--- src/rtl/fuse_rd_arb_if.sv ---
// Bundle of requester, fuse-memory and response signals shared by the arbiter and its users.
interface fuse_rd_arb_if #(
  parameter int NUM_REQ = 3
);
  logic [NUM_REQ-1:0]       req_valid_i;
  logic [NUM_REQ-1:0]       req_ready_o;
  logic [NUM_REQ-1:0][31:0] req_addr_i;
  logic [NUM_REQ-1:0][3:0]  req_len_i;
  logic                     lock_i;
  logic                     fuse_req_o;
  logic [31:0]              fuse_addr_o;
  logic [31:0]              fuse_rdata_i;
  logic [NUM_REQ-1:0]       rsp_valid_o;
  logic [31:0]              rsp_data_o;
  logic                     rsp_err_o;
  logic                     rsp_last_o;
  logic                     busy_o;

  modport slave (
    input  req_valid_i, req_addr_i, req_len_i, lock_i, fuse_rdata_i,
    output req_ready_o, fuse_req_o, fuse_addr_o, rsp_valid_o, rsp_data_o,
           rsp_err_o, rsp_last_o, busy_o
  );

  modport master (
    output req_valid_i, req_addr_i, req_len_i, lock_i, fuse_rdata_i,
    input  req_ready_o, fuse_req_o, fuse_addr_o, rsp_valid_o, rsp_data_o,
           rsp_err_o, rsp_last_o, busy_o
  );
endinterface

--- src/rtl/fuse_rd_arb.sv ---
// Round-robin burst arbiter in front of a fuse array: one word issued per cycle,
// each answered two cycles later with data or a range/lock denial.
module fuse_rd_arb #(
  parameter int NUM_REQ  = 3,
  parameter int MEM_SIZE = 100,
  parameter int LOCK_LO  = 24,
  parameter int LOCK_HI  = 99
) (
  input  logic          clk_i,
  input  logic          rst_i,
  fuse_rd_arb_if.slave  bus
);

  typedef enum logic [1:0] {IDLE, ISSUE, DRAIN} state_t;

  localparam logic [NUM_REQ-1:0] ONE = NUM_REQ'(1);

  state_t             state_q;
  logic [NUM_REQ-1:0] ptr_q;
  logic [NUM_REQ-1:0] gnt_q;
  logic [31:0]        addr_q;
  logic [3:0]         rem_q;
  logic               s1_valid_q;
  logic               s1_ok_q;
  logic               s1_last_q;
  logic [NUM_REQ-1:0] s1_gnt_q;
  logic [NUM_REQ-1:0] rsp_valid_q;
  logic [31:0]        rsp_data_q;
  logic               rsp_err_q;
  logic               rsp_last_q;

  logic [NUM_REQ-1:0] mask_d;
  logic [NUM_REQ-1:0] masked_d;
  logic [NUM_REQ-1:0] choose_d;
  logic [NUM_REQ-1:0] gnt_oh_d;
  logic               grant_d;
  logic               issue_d;
  logic               in_lock_d;
  logic               ok_d;
  logic [35:0]        sel_d;
  logic [35:0]        sel_chain [NUM_REQ+1];

  // Pointer is kept one-hot; requests at or above it win first, else wrap to the lowest.
  always_comb begin
    mask_d   = ~(ptr_q - ONE);
    masked_d = bus.req_valid_i & mask_d;
    choose_d = (|masked_d) ? masked_d : bus.req_valid_i;
    gnt_oh_d = choose_d & ~(choose_d - ONE);
    grant_d  = (state_q == IDLE) && (|bus.req_valid_i) && !rst_i;
  end

  assign sel_chain[0] = '0;
  generate
    for (genvar gi = 0; gi < NUM_REQ; gi++) begin : g_sel
      assign sel_chain[gi+1] = sel_chain[gi] |
             (gnt_oh_d[gi] ? {bus.req_len_i[gi], bus.req_addr_i[gi]} : 36'd0);
    end
  endgenerate
  assign sel_d = sel_chain[NUM_REQ];

  // lock_i is looked at only in the cycle the word is issued.
  always_comb begin
    issue_d   = (state_q == ISSUE);
    in_lock_d = (addr_q >= 32'(LOCK_LO)) && (addr_q <= 32'(LOCK_HI));
    ok_d      = (addr_q < 32'(MEM_SIZE)) && !(bus.lock_i && in_lock_d);
  end

  assign bus.req_ready_o = grant_d ? gnt_oh_d : '0;
  assign bus.fuse_req_o  = issue_d && ok_d;
  assign bus.fuse_addr_o = (issue_d && ok_d) ? addr_q : 32'd0;
  assign bus.rsp_valid_o = rsp_valid_q;
  assign bus.rsp_data_o  = rsp_data_q;
  assign bus.rsp_err_o   = rsp_err_q;
  assign bus.rsp_last_o  = rsp_last_q;
  assign bus.busy_o      = (state_q != IDLE);

  always_ff @(posedge clk_i or posedge rst_i) begin
    if (rst_i) begin
      state_q     <= IDLE;
      ptr_q       <= ONE;
      gnt_q       <= '0;
      addr_q      <= '0;
      rem_q       <= '0;
      s1_valid_q  <= 1'b0;
      s1_ok_q     <= 1'b0;
      s1_last_q   <= 1'b0;
      s1_gnt_q    <= '0;
      rsp_valid_q <= '0;
      rsp_data_q  <= '0;
      rsp_err_q   <= 1'b0;
      rsp_last_q  <= 1'b0;
    end else begin
      // Stage 1 tracks the word whose fuse data arrives next cycle.
      s1_valid_q  <= issue_d;
      s1_ok_q     <= issue_d && ok_d;
      s1_last_q   <= issue_d && (rem_q == 4'd0);
      s1_gnt_q    <= gnt_q;
      rsp_valid_q <= s1_valid_q ? s1_gnt_q : '0;
      rsp_data_q  <= (s1_valid_q && s1_ok_q) ? bus.fuse_rdata_i : 32'd0;
      rsp_err_q   <= s1_valid_q && !s1_ok_q;
      rsp_last_q  <= s1_valid_q && s1_last_q;

      case (state_q)
        IDLE: begin
          if (grant_d) begin
            gnt_q   <= gnt_oh_d;
            addr_q  <= sel_d[31:0];
            rem_q   <= sel_d[35:32];
            ptr_q   <= {gnt_oh_d[NUM_REQ-2:0], gnt_oh_d[NUM_REQ-1]};
            state_q <= ISSUE;
          end
        end
        ISSUE: begin
          addr_q <= addr_q + 32'd1;
          rem_q  <= rem_q - 4'd1;
          if (rem_q == 4'd0) begin
            state_q <= DRAIN;
          end
        end
        DRAIN: begin
          if (rsp_last_q) begin
            state_q <= IDLE;
          end
        end
        default: state_q <= IDLE;
      endcase
    end
  end

endmodule

--- src/flat_wrapper.sv ---
// flat-port wrapper written by rule: the top's interface ports become plain ports
module fuse_rd_arb_flat 
#(
  parameter int NUM_REQ  = 3,
  parameter int MEM_SIZE = 100,
  parameter int LOCK_LO  = 24,
  parameter int LOCK_HI  = 99
)
  (clk_i, rst_i, bus_req_valid_i, bus_req_addr_i, bus_req_len_i, bus_lock_i, bus_fuse_rdata_i, bus_req_ready_o, bus_fuse_req_o, bus_fuse_addr_o, bus_rsp_valid_o, bus_rsp_data_o, bus_rsp_err_o, bus_rsp_last_o, bus_busy_o);
  fuse_rd_arb_if #(.NUM_REQ(NUM_REQ)) bus_i ();
  input  logic clk_i;
  input  logic rst_i;
  input wire logic [$bits(bus_i.req_valid_i)-1:0] bus_req_valid_i;
  input wire logic [$bits(bus_i.req_addr_i)-1:0] bus_req_addr_i;
  input wire logic [$bits(bus_i.req_len_i)-1:0] bus_req_len_i;
  input wire logic [$bits(bus_i.lock_i)-1:0] bus_lock_i;
  input wire logic [$bits(bus_i.fuse_rdata_i)-1:0] bus_fuse_rdata_i;
  output wire logic [$bits(bus_i.req_ready_o)-1:0] bus_req_ready_o;
  output wire logic [$bits(bus_i.fuse_req_o)-1:0] bus_fuse_req_o;
  output wire logic [$bits(bus_i.fuse_addr_o)-1:0] bus_fuse_addr_o;
  output wire logic [$bits(bus_i.rsp_valid_o)-1:0] bus_rsp_valid_o;
  output wire logic [$bits(bus_i.rsp_data_o)-1:0] bus_rsp_data_o;
  output wire logic [$bits(bus_i.rsp_err_o)-1:0] bus_rsp_err_o;
  output wire logic [$bits(bus_i.rsp_last_o)-1:0] bus_rsp_last_o;
  output wire logic [$bits(bus_i.busy_o)-1:0] bus_busy_o;
  assign bus_i.req_valid_i = bus_req_valid_i;
  assign bus_i.req_addr_i = bus_req_addr_i;
  assign bus_i.req_len_i = bus_req_len_i;
  assign bus_i.lock_i = bus_lock_i;
  assign bus_i.fuse_rdata_i = bus_fuse_rdata_i;
  assign bus_req_ready_o = bus_i.req_ready_o;
  assign bus_fuse_req_o = bus_i.fuse_req_o;
  assign bus_fuse_addr_o = bus_i.fuse_addr_o;
  assign bus_rsp_valid_o = bus_i.rsp_valid_o;
  assign bus_rsp_data_o = bus_i.rsp_data_o;
  assign bus_rsp_err_o = bus_i.rsp_err_o;
  assign bus_rsp_last_o = bus_i.rsp_last_o;
  assign bus_busy_o = bus_i.busy_o;
  fuse_rd_arb #(.NUM_REQ(NUM_REQ), .MEM_SIZE(MEM_SIZE), .LOCK_LO(LOCK_LO), .LOCK_HI(LOCK_HI)) u_core (.clk_i(clk_i), .rst_i(rst_i), .bus(bus_i));
endmodule
--- config.mk ---
export PLATFORM = sky130hd
export DESIGN_NAME = fuse_rd_arb_flat
export DESIGN_NICKNAME = d
export VERILOG_FILES = /design/src/rtl/fuse_rd_arb_if.sv /design/src/rtl/fuse_rd_arb.sv /design/src/flat_wrapper.sv
export SDC_FILE = /design/constraint.sdc
export NUM_CORES = 1
export LEC_CHECK = 0
export CAP_MARGIN = 10
export CELL_PAD_IN_SITES_DETAIL_PLACEMENT = 0
export CELL_PAD_IN_SITES_GLOBAL_PLACEMENT = 1
export CORE_ASPECT_RATIO = 1.4
export CORE_MARGIN = 2
export CORE_UTILIZATION = 30
export CTS_CLUSTER_SIZE = 8
export DETAILED_ROUTE_END_ITERATION = 7
export PLACE_DENSITY = 0.9
export SETUP_SLACK_MARGIN = 0.05
export SYNTH_ARGS = -nofsm -noshare
export SYNTH_HDL_FRONTEND = slang
export SYNTH_SLANG_ARGS = --single-unit
--- constraint.sdc ---
create_clock -name clk_i -period 2.8 [get_ports clk_i]
set_input_delay 0.42 -clock clk_i [delete_from_list [all_inputs] [get_ports clk_i]]
set_output_delay 0.42 -clock clk_i [all_outputs]
set_load 0.01 [all_outputs]
==> summary.md <==
### Outcome
* complete, no violations — run status

### Setup path
* sky130_fd_sc_hd__buf_4 — Most Frequent Cell on Critical Path
* 2380 ps — required time of the worst setup path
* sky130_fd_sc_hd__dfrtp_1 — CP max-delay cell
* 430 ps — Worst path max stage delay
* 2200 ps — arrival time of data at the critical path endpoint
* nand2b_1 -> nor3_2 -> nand4_1 -> buf_4 -> nor3_4 -> buf_4 -> buf_4 -> buf_4 -> dlygate4sd2_1 — Cell Chain, Critical Path
* flip-flop — startpoint kind of the worst setup timing path
* flip-flop to primary output — Crit Path Category
* primary output — sort of element at the end of the critical path
* 5 — worst-path fanout max

### Logic synthesis
* 492 — gate count after technology mapping
* 85 — number of flip-flops and latches in the synthesized netlist
* sky130_fd_sc_hd__dfrtp_1 — Synth area leader
* 0 — number of enable-type register cells in the synthesized netlist
* sky130_fd_sc_hd__dfrtp_1 44%, sky130_fd_sc_hd__and3_1 5.9%, sky130_fd_sc_hd__buf_4 4.7% — top post-synthesis cells by area
* 59 — count of different cell masters after synthesis
* 44.19% — fraction of synthesized cell area taken by the top area cell type
* 100.0% — proportion of synthesized flip-flops having asynchronous set or reset
* 84 x sky130_fd_sc_hd__dfrtp_1, 45 x sky130_fd_sc_hd__and3_1, 34 x sky130_fd_sc_hd__a21oi_1 — most frequent cells after synthesis
* sky130_fd_sc_hd__dfrtp_1 — most instantiated flip-flop cell in the synthesis netlist
* 4757 um2 — netlist area before placement
* sky130_fd_sc_hd__dfrtp_1 — most common cell in the synthesized netlist
* 44.74% — sequential-to-total area share from yosys stat
* 0 — Synth Warn #
* 9.669 um2 — average cell area after synthesis

### Pwr
* 6.077 mW — Final Power
* 3.230 nW — reported leakage power
* 0.3500 mV — IR Drop Worst-Case VDD
* 830.2 nW/um2 — P per Cell Area

### Timing
* 2622 ps — Final min period
* 424.4 ps — worst hold-check slack
* 0 — final-report hold violation count
* 0 — final-report max-slew violation count
* 0 ps — Post-Route Setup TNS
* 935.0 ps — Slew @ Worst Pin
* 6.539 ps — Clock Skew
* 0 — Final Setup Violations
* 178.4 ps — final worst slack
* no — setup repair after global routing missed its margin
* 93.63% — final worst-path cycle share
* 0.3814 GHz — top achievable clock speed
* 37.55% — tightest slew margin relative to the limit

### Floorplan
* 54 — Core Rows
* 15,540 um2 — core area
* 110.4 um — Chip Width
* 16,890 um2 — Die Area
* 30.61% — initial cell density of the core
* 153.0 um — Chip Height
* 220 — ports placed on the boundary

### Clock tree
* 9 — Num CTS Buffers
* 2 — maximum buffer depth of the clock tree
* 350 ps — Worst-Skew Late Latency
* 0 — hold buffers post-CTS
* built — TritonCTS clock tree
* 70 ps — CTS clock-pin slew for the worst setup and hold paths
* sky130_fd_sc_hd__clkbuf_16 — Clock Tree Root
* 3 — H-tree levels
* 85 — number of sinks handled by clock tree synthesis

### GRT
* 24,740 um — wire length of the first global-routing pass
* 4,775 — via count of the first global-routing pass
* 42 — maximum number of pins on one net before global-route repair
* 18.42% — overall global routing resource usage
* 0 — total overflow reported by the global router
* 0 — antenna violations before repair

### Final layout
* 2381 um2 — area taken by multi-input logic gates
* 893 — fin cells
* 47.10% — final core occ
* 7320 um2 — final standard cell area without fillers
* 842 — final-stage net count
* 11.33% — share of post-route cells with drive strength above 1
* 53.87% — Syn-to-layout area delta
* 1,491 — fill count
* 2130 um2 — register area
* 0 — Antenna diodes

### Job
* 0 — Max-cap violations

### Placed design
* 57.44 ps — Post-Place Worst Slack
* 12,110 um — half-perimeter wire length of the detailed placement result
* 194 — total of buffers placed on input and output ports
* 869 — number of placed instances with taps included
* 0.8513 — gp weighted congestion
* 6873 um2 — Cell Area, Placed

### Drt
* 15,940 um — total length of routed wires
* 260 — number of DRC markers in iteration 0
* 0 — Residual DRC
* 17.85 um — routed len/inst
* 5 — Pre-Repair DR Iteration Count
* 0 — Post-DRT Antenna Nets
* 5.279 — detail-routed via count per cell
* 4,714 — via count

### Hold path
* flip-flop to flip-flop — Worst Hold Class

==> layout make-up <==
| type | instances | share of cell area (%) |
|---|---|---|
| flip-flops and latches | 85 | 29.09 |
| well taps | 196 | 3.350 |
| multi-input cells | 355 | 32.53 |
| clock inverters | 7 | 1.043 |
| inverters | 14 | 0.7350 |
| clock buffers | 9 | 3.077 |
| repair buffers | 227 | 30.17 |
==> final timing paths <==
path / slack [ps] / cells past startpoint / startpoint / end
setup / recovery: 180 / 9 / u_core.state_q[1] / bus_fuse_req_o
hold / removal: 420 / 0 / u_core.gnt_q[2] / u_core.s1_gnt_q[2]
setup reg to reg: 230 / 10 / u_core.ptr_q[0] / u_core.addr_q[30]
hold reg to reg: 420 / 0 / u_core.gnt_q[2] / u_core.s1_gnt_q[2]
max in group asynchronous: 1430 / 5 / rst_i / u_core.bus.rsp_data_o[16]
min in group asynchronous: 680 / 4 / rst_i / u_core.state_q[1]
==> power by group <==
| group | switching (mW) | internal (mW) | total, mW |
|---|---|---|---|
| Clock | 0.567 | 0.634 | 1.20 |
| Sequential | 0.429 | 1.58 | 2.01 |
| Combinational | 1.57 | 1.29 | 2.87 |
==> state kept, by name (all words and copies together), names as in the netlist, 2 cells and up <==
name and flops:
u_core.bus.rsp_data_o 32, u_core.rem_q 4, u_core.s1_gnt_q 3, u_core.addr_q 32, u_core.bus.rsp_valid_o 3, u_core.gnt_q 3
u_core.state_q 2
==> what timing repair did <==
action	CTS	global route
gates resized for setup	19	8
pin swaps	5	1
buffers inserted	5	3
endpoints found under the setup margin	11	5
==> cells by family (layout without fill, tap and decap cells) <==
logic type / count (synthesis) / after routing / share of synthesized area [%]
AO/OA/AOI/OAI: 150 / 150 / 23.30
XOR/XNOR: 7 / 7 / 1.289
adder cells (fa/ha/maj): 4 / 4 / 1.052
buffers and inverters: 76 / 257 / 8.995
flip-flops: 85 / 85 / 44.74
multiplexers: 1 / 1 / 0.2367
other: 1 / 25 / 0.07883
AND/OR/NAND/NOR: 168 / 168 / 20.31
==> worst max-delay path: cells and delay by family, from the launching register on <==
kind | cells | cell delay (ps)
buf+inv | 5 | 790
simple gates | 4 | 650
flops | 1 | 430
==> cell usage in the layout, fill, tap and decap left out, types with 10 or more instances in the layout <==
cell	n
sky130_fd_sc_hd__nor3_1	15
sky130_fd_sc_hd__a222oi_1	11
sky130_fd_sc_hd__dfrtp_1	83
sky130_fd_sc_hd__inv_1	12
sky130_fd_sc_hd__a22o_1	11
sky130_fd_sc_hd__buf_4	31
sky130_fd_sc_hd__and3_1	45
sky130_fd_sc_hd__conb_1	25
sky130_fd_sc_hd__a22oi_1	10
sky130_fd_sc_hd__nand3_1	13
sky130_fd_sc_hd__clkdlybuf4s50_1	183
sky130_fd_sc_hd__o21ai_0	12
sky130_fd_sc_hd__nor2_1	20
sky130_fd_sc_hd__a21oi_1	33
sky130_fd_sc_hd__and2_1	12
sky130_fd_sc_hd__nand2_1	18
sky130_fd_sc_hd__a21o_1	11
sky130_fd_sc_hd__a211oi_1	22
==> metal layers <==
metal | part of all wire, % | up-vias | GRT usage [%]
met3 | 6.1 | 25 | 3.291
met5 | 0 | - | 0
met1 | 39 | 2254 | 20.88
li1 | - | 2213 | -
met4 | 2.7 | 0 | 8.214
met2 | 52 | 222 | 33.57
Note: power is estimated with default switching activity, not from simulation.
